[src/rtl/program_counter_pkg.sv]
// Shared core definitions for the fetch path: address width, reset vector and address type.
package program_counter_pkg;

    localparam int PC_WIDTH = 16;

    typedef logic [PC_WIDTH-1:0] addr_t;

    localparam addr_t RESET_ADDR = 16'h0000;
    localparam addr_t PC_INCR    = 16'h0001;

    // Next-PC selection without reset: a stall wins over a branch, and a branch wins over increment.
    function automatic addr_t pc_next_mux(
        input addr_t pc,
        input logic  mem_ready,
        input logic  branch_en,
        input addr_t branch_addr,
        input addr_t incr
    );
        addr_t nxt;
        nxt = pc;
        if (mem_ready) begin
            nxt = branch_en ? branch_addr : addr_t'(pc + incr);
        end
        return nxt;
    endfunction

endpackage

[src/rtl/program_counter.sv]
// Instruction-fetch program counter: a next-PC mux feeding a single register.
module program_counter
    import program_counter_pkg::*;
#(
    parameter addr_t RST_VECTOR = RESET_ADDR,
    parameter addr_t INCR       = PC_INCR
) (
    input  logic  clk,
    input  logic  rst,
    input  logic  mem_ready,
    input  logic  branch_en,
    input  addr_t branch_addr,
    output addr_t pc_current
);

    addr_t pc_q;
    addr_t pc_d;

    always_comb begin
        pc_d = pc_next_mux(pc_q, mem_ready, branch_en, branch_addr, INCR);
    end

    always_ff @(posedge clk) begin
        if (rst) begin
            pc_q <= RST_VECTOR;
        end else begin
            pc_q <= pc_d;
        end
    end

    // Output comes straight off the flop so the memory address path sees no input-to-output timing.
    assign pc_current = pc_q;

endmodule

[config.mk]
export PLATFORM = sky130hd
export DESIGN_NAME = program_counter
export DESIGN_NICKNAME = d
export VERILOG_FILES = /design/src/rtl/program_counter_pkg.sv /design/src/rtl/program_counter.sv
export SDC_FILE = /design/constraint.sdc
export NUM_CORES = 1
export LEC_CHECK = 0
export CELL_PAD_IN_SITES_DETAIL_PLACEMENT = 1
export CELL_PAD_IN_SITES_GLOBAL_PLACEMENT = 1
export CORE_ASPECT_RATIO = 1.5
export CORE_MARGIN = 4
export CORE_UTILIZATION = 32
export DETAILED_ROUTE_END_ITERATION = 7
export PLACE_DENSITY = 0.85
export SLEW_MARGIN = 20
export SYNTH_ARGS = -nofsm -noshare
export SYNTH_HDL_FRONTEND = slang
export SYNTH_SLANG_ARGS = --single-unit
[constraint.sdc]
create_clock -name clk -period 1.9 [get_ports clk]
set_input_delay 0.19 -clock clk [delete_from_list [all_inputs] [get_ports clk]]
set_output_delay 0.19 -clock clk [all_outputs]
set_load 0.005 [all_outputs]
==> metrics.txt, run 1 <==
CP Class flip-flop to flip-flop; Fmax achieved 625.4 MHz; CTS hold repair buffers 0; area of the mapped netlist 1114 um2; TritonCTS clock tree done; number of placed instances, taps included 214; Resized Gates After CTS 0; top cells by instance count after synthesis sky130_fd_sc_hd__dfxtp_1 (16), sky130_fd_sc_hd__nor2_1 (14), sky130_fd_sc_hd__a21oi_1 (13); count of nets after finishing 198; Layout Skew 0.001486 ns; via count of the first global-routing pass 1293; clock tree sinks 16; unrepaired setup endpoints after global routing no; PnR Total Power 850.6 uW; I/O pin count 36; Initial Utilization 32.91%; Clk pwr share 30.4%; count of antenna diodes in the layout 0; power share of the sequential group 45.7%; fin area 1553 um2; pre-CTS setup slack 0.06906 ns; share of the yosys chip area belonging to registers 28.76%; Hold Vio Cnt, Final 0; chip height 80.25 um; quantity of I/O buffers inserted on ports 35; root buf cell sky130_fd_sc_hd__clkbuf_8; total number of vias 1221; CP required 2.04 ns; number of different library cells in the post-synthesis netlist 50; Syn. warnings 0; average instance area after synthesis 8.011 um2; Via density 5.627; critical-path maximum fanout 9; Critical Path Sink Type flip-flop; placer congestion estimate 0.8452; leading cell types by total area after synthesis sky130_fd_sc_hd__dfxtp_1 (29%), sky130_fd_sc_hd__a21oi_1 (5.8%), sky130_fd_sc_hd__nor2_1 (4.7%); synth-to-layout area growth 39.44%; slowest CP cell sky130_fd_sc_hd__dfxtp_1; largest family of logic cells by synthesized area simple AND/OR/NAND/NOR gates; Total Die Area 4507 um2; area share of fa/ha/maj cells after synthesis 1.124%; IR Drop Worst-Case VDD 0.2718 mV; number of non-filler instances in the completed layout 217; post-route ant nets 0; largest buffer count on any clock path 2; proportion of total power due to net switching 27.77%; final period utilization 84.15%; worst skew pair latency 0.25 ns; Synth Register Bits 16; final cell utilization of the core 45.90%; Sw Pwr 236.2 uW; critical path arrival 1.74 ns; fraction of synthesized cell area taken by the top area cell type 28.76%; pin count of the biggest net entering global routing 18; crit path time final 1.599 ns; Max stage delay on crit path 0.54 ns; level count of the clock H-tree 1; Hold WS 0.5836 ns; final setup vio count 0; multiplexer area fraction after synthesis 3.596%; power density of the placed cells 547.8 nW/um2; ys async rst share 0%; total leakage power 0.5611 nW; Final WS setup 0.3011 ns; count of maximum capacitance violations 0; number of enable-type register cells in the synthesized netlist 0; first-pass GRT wire length 6168 um; flip-flop count of the largest register, all copies and words added 16; synthesized-area fraction occupied by xor and xnor cells 0%; post-synthesis net count 160; total DRC errors in the routed layout 0; number of standard cells after synthesis 139; dominant cell by count in the synthesized netlist sky130_fd_sc_hd__dfxtp_1; HPWL after DPL 2898 um; tightest slew margin relative to the limit 74.30%; Final Routed Wirelength 3725 um; Worst Setup Start Kind flip-flop; cell type with the highest aggregate area in the netlist sky130_fd_sc_hd__dfxtp_1; number of rows created at floorplan 26; proportion of power drawn by combinational gates 23.8%; TNS Setup 0 ns; most used flip-flop cell after synthesis sky130_fd_sc_hd__dfxtp_1; chip width 56.17 um; starting DRC count in detailed routing 32; slew of the pin with the lowest slew margin 0.3844 ns; Placed Area 1511 um2; share of final-layout standard cells stronger than drive strength 1 12.00%; result of the run finished, final reports clean; global route total overflow 0; gr usage total 17.13%; antenna violations before repair 0; total CTS buffers 3; path type of the worst min-delay path flip-flop to flip-flop; Wirelength per Cell 17.17 um; first drt pass iteration count 4; synthesized-area fraction occupied by and/or/nand/nor cells 31.46%; area fraction in compound gates after synthesis 27.19%; total internal power 614.4 uW; post-CTS setup buffer count 0; clock-pin slew on the worst setup and hold paths 0.06 ns; Floorplan Core Area 3383 um2; number of max-slew violations in the final report 0; cell-by-cell listing of the critical path nand4_4, nor4_4, mux2i_1, a21oi_2
[metal layers]
metal	vias to the layer above	part of all wire (%)	track usage, %
met3	8	4.7	2.894
li1	594	-	-
met4	0	1.9	6.651
met5	-	0	0
met1	580	40	19.15
met2	39	53	31.73
[cells by family (layout without fill, tap and decap cells)]
logic type | Yosys count | count (layout)
compound gates | 45 | 45
flops | 16 | 16
fa+ha+maj | 1 | 1
mux | 4 | 4
buf+inv | 15 | 51
simple gates | 58 | 58
[critical path: cells and delay by family, from the launching register on]
family,cells,cell delay [ns]
mux,1,0.26
compound gates,1,0.07
flops,1,0.54
simple gates,2,0.62
[final timing paths]
| kind | end | from | cells past startpoint | slack [ns] |
|---|---|---|---|---|
| worst max-delay path | pc_current[13] | pc_current[7] | 4 | 0.30 |
| worst min-delay path | pc_current[15] | pc_current[13] | 2 | 0.58 |
| worst max register to register | pc_current[13] | pc_current[7] | 4 | 0.30 |
| worst min register to register | pc_current[15] | pc_current[13] | 2 | 0.58 |
[layout make-up]
cell class	count	area (um2)
multi-input combinational	108	705.7
inverter	4	15.01
clock buffer	3	41.29
fill	427	1831
timing repair buffer	44	417.9
tap	42	52.55
sequential	16	320.3
[power by group through the flow]
| stage | registers, mW | logic [mW] | clock network, mW |
|---|---|---|---|
| after global placement | 0.394 | 0.194 | 0 |
| final | 0.389 | 0.203 | 0.259 |
| after floorplan | 0.390 | 0.0939 | 0 |
| after global routing | 0.393 | 0.221 | 0.284 |
| after CTS | 0.389 | 0.205 | 0.268 |
| after detailed placement | 0.396 | 0.203 | 0 |
[layout by cell type (no fill, tap or decap), drive strengths merged, types with 2 or more instances in the layout]
cell type,n
a22oi,3
a21oi,14
nand2b,4
and3,5
nand2,10
dfxtp,16
a211oi,3
nor4,3
inv,4
clkdlybuf4s50,35
buf,9
a31oi,3
nand4,4
nor2b,3
a221oi,2
clkbuf,3
a21o,2
nor2,14
o31ai,2
o21ai,7
mux2i,4
nand3,6
Power figures use the tool's default switching activity.
==> run 2: changes to the inputs <==
Settings changed: CORE_UTILIZATION 32 to 29, PLACE_DENSITY 0.85 to 0.81.
Clock period 1.9 ns to 1.4 ns, I/O delays scaled along.
==> run 2 against run 1 <==
The flow now finishes with violations (setup timing); utilization is 4.9 points higher; clock skew increased by 0.0031 ns; combinational power is 78% higher; flip-flop and latch count did not move; clock-buffer cell count rose by 1; die area is 9.1% higher; routed wire length is 31% higher; cell count grew 13%.
==> metrics.txt, run 2 (synthesized netlist as in run 1, its figures left out) <==
CTS hold repair buffers 0 (unchanged); slew of the pin with the lowest slew margin 0.3405 ns (was 0.3844 ns); violations in the final reports setup timing; Top Family by Delay on Critical Path compound AO/OA/AOI/OAI gates (was simple AND/OR/NAND/NOR gates); chip width 58.60 um (was 56.17 um); final setup vio count 1 (was 0); placer congestion estimate 0.8940 (was 0.8452); HPWL after DPL 3351 um (was 2898 um); tightest slew margin relative to the limit 77.30% (was 74.30%); I/O pin count 36 (unchanged); path type of the worst min-delay path primary input to flip-flop (was flip-flop to flip-flop); Hold Vio Cnt, Final 0 (unchanged); clock tree sinks 16 (unchanged); first drt pass iteration count 5 (was 4); synth-to-layout area growth 68.09% (was 39.44%); IR Drop Worst-Case VDD 0.6680 mV (was 0.2718 mV); worst skew pair latency 0.26 ns (was 0.25 ns); critical path arrival 1.60 ns (was 1.74 ns); number of rows created at floorplan 27 (was 26); crit path time final 1.415 ns (was 1.599 ns); TritonCTS clock tree done (unchanged); Layout Skew 0.004562 ns (was 0.001486 ns); level count of the clock H-tree 1 (unchanged); result of the run complete, but fails checks (was finished, final reports clean); final period utilization 101.1% (was 84.15%); CP required 1.58 ns (was 2.04 ns); Placed Area 1682 um2 (was 1511 um2); number of placed instances, taps included 236 (was 214); Fmax achieved 706.5 MHz (was 625.4 MHz); CP Class flip-flop to flip-flop (unchanged); post-route ant nets 0 (unchanged); slowest CP cell sky130_fd_sc_hd__dfxtp_2 (was sky130_fd_sc_hd__dfxtp_1); antenna violations before repair 0 (unchanged); Worst Setup Start Kind flip-flop (unchanged); Initial Utilization 30.24% (was 32.91%); end of the worst hold path pc_current[5] (was pc_current[15]); gr usage total 20.09% (was 17.13%); fin area 1872 um2 (was 1553 um2); flip-flop count of the largest register, all copies and words added 16 (unchanged); Bufs and invs on worst path 1 (was 0); critical-path maximum fanout 3 (was 9); Wirelength per Cell 19.97 um (was 17.17 um); power density of the placed cells 699.0 nW/um2 (was 547.8 nW/um2); number of max-slew violations in the final report 0 (unchanged); most common cell after layout, fill and taps aside sky130_fd_sc_hd__buf_4 (was sky130_fd_sc_hd__clkdlybuf4s50_1); commonest cells after routing, fill and taps aside sky130_fd_sc_hd__buf_4 (31), sky130_fd_sc_hd__clkdlybuf4s50_1 (26), sky130_fd_sc_hd__nor2_1 (13) (was sky130_fd_sc_hd__clkdlybuf4s50_1 (35), sky130_fd_sc_hd__dfxtp_1 (16), sky130_fd_sc_hd__nor2_1 (14)); root buf cell sky130_fd_sc_hd__clkbuf_8 (unchanged); Worst R2R End pc_current[6] (was pc_current[13]); total CTS buffers 3 (unchanged); count of maximum capacitance violations 0 (unchanged); number of cells on the worst hold path 3 (was 2); Final WS setup -0.01543 ns (was 0.3011 ns); share of final-layout standard cells stronger than drive strength 1 35.64% (was 12.00%); quantity of I/O buffers inserted on ports 35 (unchanged); chip height 83.90 um (was 80.25 um); count of antenna diodes in the layout 0 (unchanged); Min-Delay Startpoint branch_addr[5] (was pc_current[13]); Worst R2R Path Depth 6 (was 4); pin count of the biggest net entering global routing 16 (was 18); total leakage power 0.8039 nW (was 0.5611 nW); Max stage delay on crit path 0.33 ns (was 0.54 ns); cell-by-cell listing of the critical path ha_2, buf_4, and3_1, a31oi_1, o21ai_1, a21oi_2 (was nand4_4, nor4_4, mux2i_1, a21oi_2); via count of the first global-routing pass 1540 (was 1293); Final Routed Wirelength 4893 um (was 3725 um); global route total overflow 0 (unchanged); PnR Total Power 1.308 mW (was 850.6 uW); largest buffer count on any clock path 2 (unchanged); register-to-register setup slack -0.02 ns (was 0.30 ns); count of nets after finishing 224 (was 198); clock-pin slew on the worst setup and hold paths 0.07 ns (was 0.06 ns); Total Die Area 4916 um2 (was 4507 um2); Via density 5.727 (was 5.627); starting DRC count in detailed routing 27 (was 32); Critical Path Sink Type flip-flop (unchanged); total DRC errors in the routed layout 0 (unchanged); number of non-filler instances in the completed layout 245 (was 217); startpoint of the lowest-slack register-to-register path pc_current[0] (was pc_current[7]); Floorplan Core Area 3682 um2 (was 3383 um2); number of fill cells 451 (was 427); unrepaired setup endpoints after global routing yes (was no); total number of vias 1403 (was 1221); first-pass GRT wire length 7610 um (was 6168 um)
## run 2: area by class of cell
type                            instances  area (um2)  area share (%)
Inverter                                4       15.01          0.8021
Clock buffer                            4       55.05           2.941
Sequential cell                        16       349.1           18.65
Tap cell                               43       53.80           2.874
Timing Repair Buffer                   70       628.1           33.56
Multi-Input combinational cell        108       770.7           41.18
## run 2: worst max path at each step
stage	slack (ns)	cells after the start	from	endpoint
2_1_floorplan	0.004	5	pc_current[7]	pc_current[13]
3_3_place_gp	-0.15	4	branch_en	pc_current[9]
3_5_place_dp	-0.24	5	branch_en	pc_current[6]
4_1_cts	0.003	4	pc_current[7]	pc_current[13]
5_1_grt	-0.09	4	pc_current[10]	pc_current[13]
6_report	-0.02	6	pc_current[0]	pc_current[6]
## run 2: repair_timing
item / 4_1_cts / 5_1_grt
setup buffers: 3 / 2
endpoints found under the setup margin: 19 / 17
cloned: 0 / 0
resized for setup: 26 / 20
pin swaps: 4 / 1
## run 2: through the flow
stage | setup TNS [ns] | utilization [%] | setup slack, ns | hold slack (ns)
detailed placement | -1.975 | 45.67 | -0.2395 | 0.5567
floorplan | 0 | - | 0.004243 | 0.3200
global placement | -1.394 | 45.67 | -0.1526 | 0.5486
finish | -0.01543 | 50.83 | -0.01543 | 0.5139
CTS | 0 | 49.07 | 0.003478 | 0.5428
global route | -0.2548 | 50.83 | -0.08961 | 0.5319
## run 2: power by group
| part | internal [mW] | switching, mW |
|---|---|---|
| clock network | 0.250 | 0.180 |
| logic | 0.202 | 0.159 |
| registers | 0.482 | 0.0353 |
## run 2: layer usage
metal / global-route usage, % / routed length, um / part of all wire, %
met5: 0 / 0 / 0
met4: 11.75 / 163 / 3.3
met2: 36.32 / 2769 / 57
met1: 20.78 / 1750 / 36
met3: 3.096 / 209 / 4.3
## run 2: worst min-delay path, stage by stage
cell	delay, ns
sky130_fd_sc_hd__clkdlybuf4s50_1	0.41
sky130_fd_sc_hd__o21ai_2	0.11
sky130_fd_sc_hd__a211oi_1	0.07
==> run 3: changes to the inputs <==
Settings changed: PLACE_DENSITY 0.81 to default, PLACE_DENSITY_LB_ADDON from default to 0.1.
==> run 3 against run 2 <==
The flow now finishes without violations; largest power group unchanged; worst hold slack got worse by 0.014 ns; highest routed layer unchanged; maximum frequency increased by 1.3%; sequential share of layout area increased by 0.088 points; sequential power decreased by 0.8%; register-to-register slack improved by 0.02 ns; die area unchanged; routed wire length decreased by 16%.
==> metrics.txt, run 3 (synthesized netlist as in run 1, its figures left out) <==
critical path arrival 1.55 ns (was 1.60 ns); level count of the clock H-tree 1 (unchanged); TNS Setup 0 ns (was -0.01543 ns); Via density 5.357 (was 5.727); power density of the placed cells 657.6 nW/um2 (was 699.0 nW/um2); Critical Path Sink Type flip-flop (unchanged); via count of the first global-routing pass 1456 (was 1540); Max stage delay on crit path 0.34 ns (was 0.33 ns); first drt pass iteration count 4 (was 5); proportion of total power due to net switching 28.66% (was 28.64%); crit path time final 1.397 ns (was 1.415 ns); Top Family by Delay on Critical Path simple AND/OR/NAND/NOR gates (was compound AO/OA/AOI/OAI gates); placer congestion estimate 0.8302 (was 0.8940); unrepaired setup endpoints after global routing yes (unchanged); Initial Utilization 30.24% (unchanged); number of max-slew violations in the final report 0 (unchanged); global route total overflow 0 (unchanged); root buf cell sky130_fd_sc_hd__clkbuf_8 (unchanged); Placed Area 1689 um2 (was 1682 um2); CP required 1.55 ns (was 1.58 ns); HPWL after DPL 3248 um (was 3351 um); first-pass GRT wire length 6920 um (was 7610 um); Hold WS 0.4994 ns (was 0.5139 ns); CP Class flip-flop to flip-flop (unchanged); count of nets after finishing 224 (unchanged); proportion of power drawn by combinational gates 28.1% (was 27.6%); slew of the pin with the lowest slew margin 0.2761 ns (was 0.3405 ns); IR Drop Worst-Case VDD 0.3556 mV (was 0.6680 mV); clock tree sinks 16 (unchanged); count of antenna diodes in the layout 0 (unchanged); starting DRC count in detailed routing 44 (was 27); result of the run finished, final reports clean (was complete, but fails checks); cell-by-cell listing of the critical path buf_6, nand4_1, nor4_4, buf_4, a32o_1, a21oi_1 (was ha_2, buf_4, and3_1, a31oi_1, o21ai_1, a21oi_2); antenna violations before repair 0 (unchanged); Worst R2R Path Depth 6 (unchanged); Fmax achieved 716.0 MHz (was 706.5 MHz); I/O pin count 36 (unchanged); pin count of the biggest net entering global routing 13 (was 16); total DRC errors in the routed layout 0 (unchanged); critical-path maximum fanout 7 (was 3); fin area 1863 um2 (was 1872 um2); final setup vio count 0 (was 1); Wirelength per Cell 16.81 um (was 19.97 um); flip-flop count of the largest register, all copies and words added 16 (unchanged); Worst Setup Start Kind flip-flop (unchanged); largest buffer count on any clock path 2 (unchanged); synth-to-layout area growth 67.30% (was 68.09%); total leakage power 0.8322 nW (was 0.8039 nW); tightest slew margin relative to the limit 81.60% (was 77.30%); global-route met3 utilization 2.786% (was 3.096%); Hold Vio Cnt, Final 0 (unchanged); quantity of I/O buffers inserted on ports 35 (unchanged); total CTS buffers 3 (unchanged); worst skew pair latency 0.25 ns (was 0.26 ns); slowest CP cell sky130_fd_sc_hd__dfxtp_2 (unchanged); met2 global-route usage 32.55% (was 36.32%); Worst R2R End pc_current[15] (was pc_current[6]); count of maximum capacitance violations 0 (unchanged); chip width 58.60 um (unchanged); Final Routed Wirelength 4102 um (was 4893 um); register-to-register setup slack 0.003 ns (was -0.02 ns); end of the worst hold path pc_current[3] (was pc_current[5]); path type of the worst min-delay path primary input to flip-flop (unchanged); Total Die Area 4916 um2 (unchanged); PnR Total Power 1.225 mW (was 1.308 mW); Bufs and invs on worst path 2 (was 1); final period utilization 99.76% (was 101.1%); clock-pin slew on the worst setup and hold paths 0.07 ns (about the same); total number of vias 1307 (was 1403); layer with the highest usage after global routing met2 (unchanged); commonest cells after routing, fill and taps aside sky130_fd_sc_hd__buf_4 (31), sky130_fd_sc_hd__clkdlybuf4s50_1 (26), sky130_fd_sc_hd__a21oi_1 (13) (was sky130_fd_sc_hd__buf_4 (31), sky130_fd_sc_hd__clkdlybuf4s50_1 (26), sky130_fd_sc_hd__nor2_1 (13)); number of rows created at floorplan 27 (unchanged); chip height 83.90 um (unchanged); Floorplan Core Area 3682 um2 (unchanged); share of final-layout standard cells stronger than drive strength 1 33.83% (was 35.64%); TritonCTS clock tree done (unchanged); Sw Pwr 351.2 uW (was 374.8 uW); total internal power 874.0 uW (was 933.6 uW); power share of the sequential group 41.9% (was 39.5%); post-route ant nets 0 (unchanged); Clk pwr share 30.0% (was 32.9%); Layout Skew 0.004516 ns (was 0.004562 ns); number of cells on the worst hold path 5 (was 3); most common cell after layout, fill and taps aside sky130_fd_sc_hd__buf_4 (unchanged); startpoint of the lowest-slack register-to-register path pc_current[0] (unchanged); CTS hold repair buffers 0 (unchanged); Min-Delay Startpoint branch_en (was branch_addr[5]); M1 GR Usage 20.32% (was 20.78%); gr usage total 17.79% (was 20.09%)
## run 3: area by class of cell
cell class / count / area (um2)
Inverter: 4 / 15.01
Multi-Input combinational cell: 108 / 768.2
Fill cell: 440 / 1819
Tap cell: 43 / 53.80
Timing Repair Buffer: 70 / 635.6
Clock buffer: 3 / 41.29
Sequential cell: 16 / 349.1
## run 3: stage by stage
stage               cells  worst slack [ns]  utilization (%)
global placement      237           -0.1731            45.87
CTS                   241        -0.0006323            48.15
detailed placement    237           -0.1925            45.87
floorplan             139          0.004243                -
finish                244          0.003413            50.59
global route          244          -0.08987            50.59
## run 3: worst max path at each step
| stage | cells past startpoint | from | slack [ns] | to |
|---|---|---|---|---|
| floorplan | 5 | pc_current[7] | 0.004 | pc_current[13] |
| global placement | 6 | branch_en | -0.17 | pc_current[9] |
| detailed placement | 6 | branch_en | -0.19 | pc_current[9] |
| CTS | 5 | pc_current[0] | -0.0006 | pc_current[12] |
| global route | 6 | pc_current[0] | -0.09 | pc_current[15] |
| finish | 6 | pc_current[0] | 0.003 | pc_current[15] |
## run 3: power groups by stage
stage / clock, mW / combinational (mW) / sequential (mW)
6_report: 0.367 / 0.345 / 0.513
5_1_grt: 0.402 / 0.379 / 0.518
4_1_cts: 0.390 / 0.337 / 0.514
3_5_place_dp: 0 / 0.335 / 0.525
3_3_place_gp: 0 / 0.327 / 0.523
2_1_floorplan: 0 / 0.128 / 0.531
## run 3: per-layer routing
metal	vias up	share of wire (%)
met2	27	55
met5	-	0
met3	4	4.1
li1	644	-
met4	0	0.88
met1	632	40
## run 3: worst register-to-register path: cells and delay by family, from the launching register on
family                 cells  cell delay [ns]
AOI/OAI and AO/OA          2             0.20
buffers and inverters      2             0.29
DFF                        1             0.34
and+or+nand+nor            2             0.45
## run 3: repair_timing
item | 4_1_cts | 5_1_grt
pin swaps | 1 | 9
setup buffers | 1 | 3
resized for setup | 20 | 21
gates cloned | 0 | 0
endpoints found under the setup margin | 15 | 17
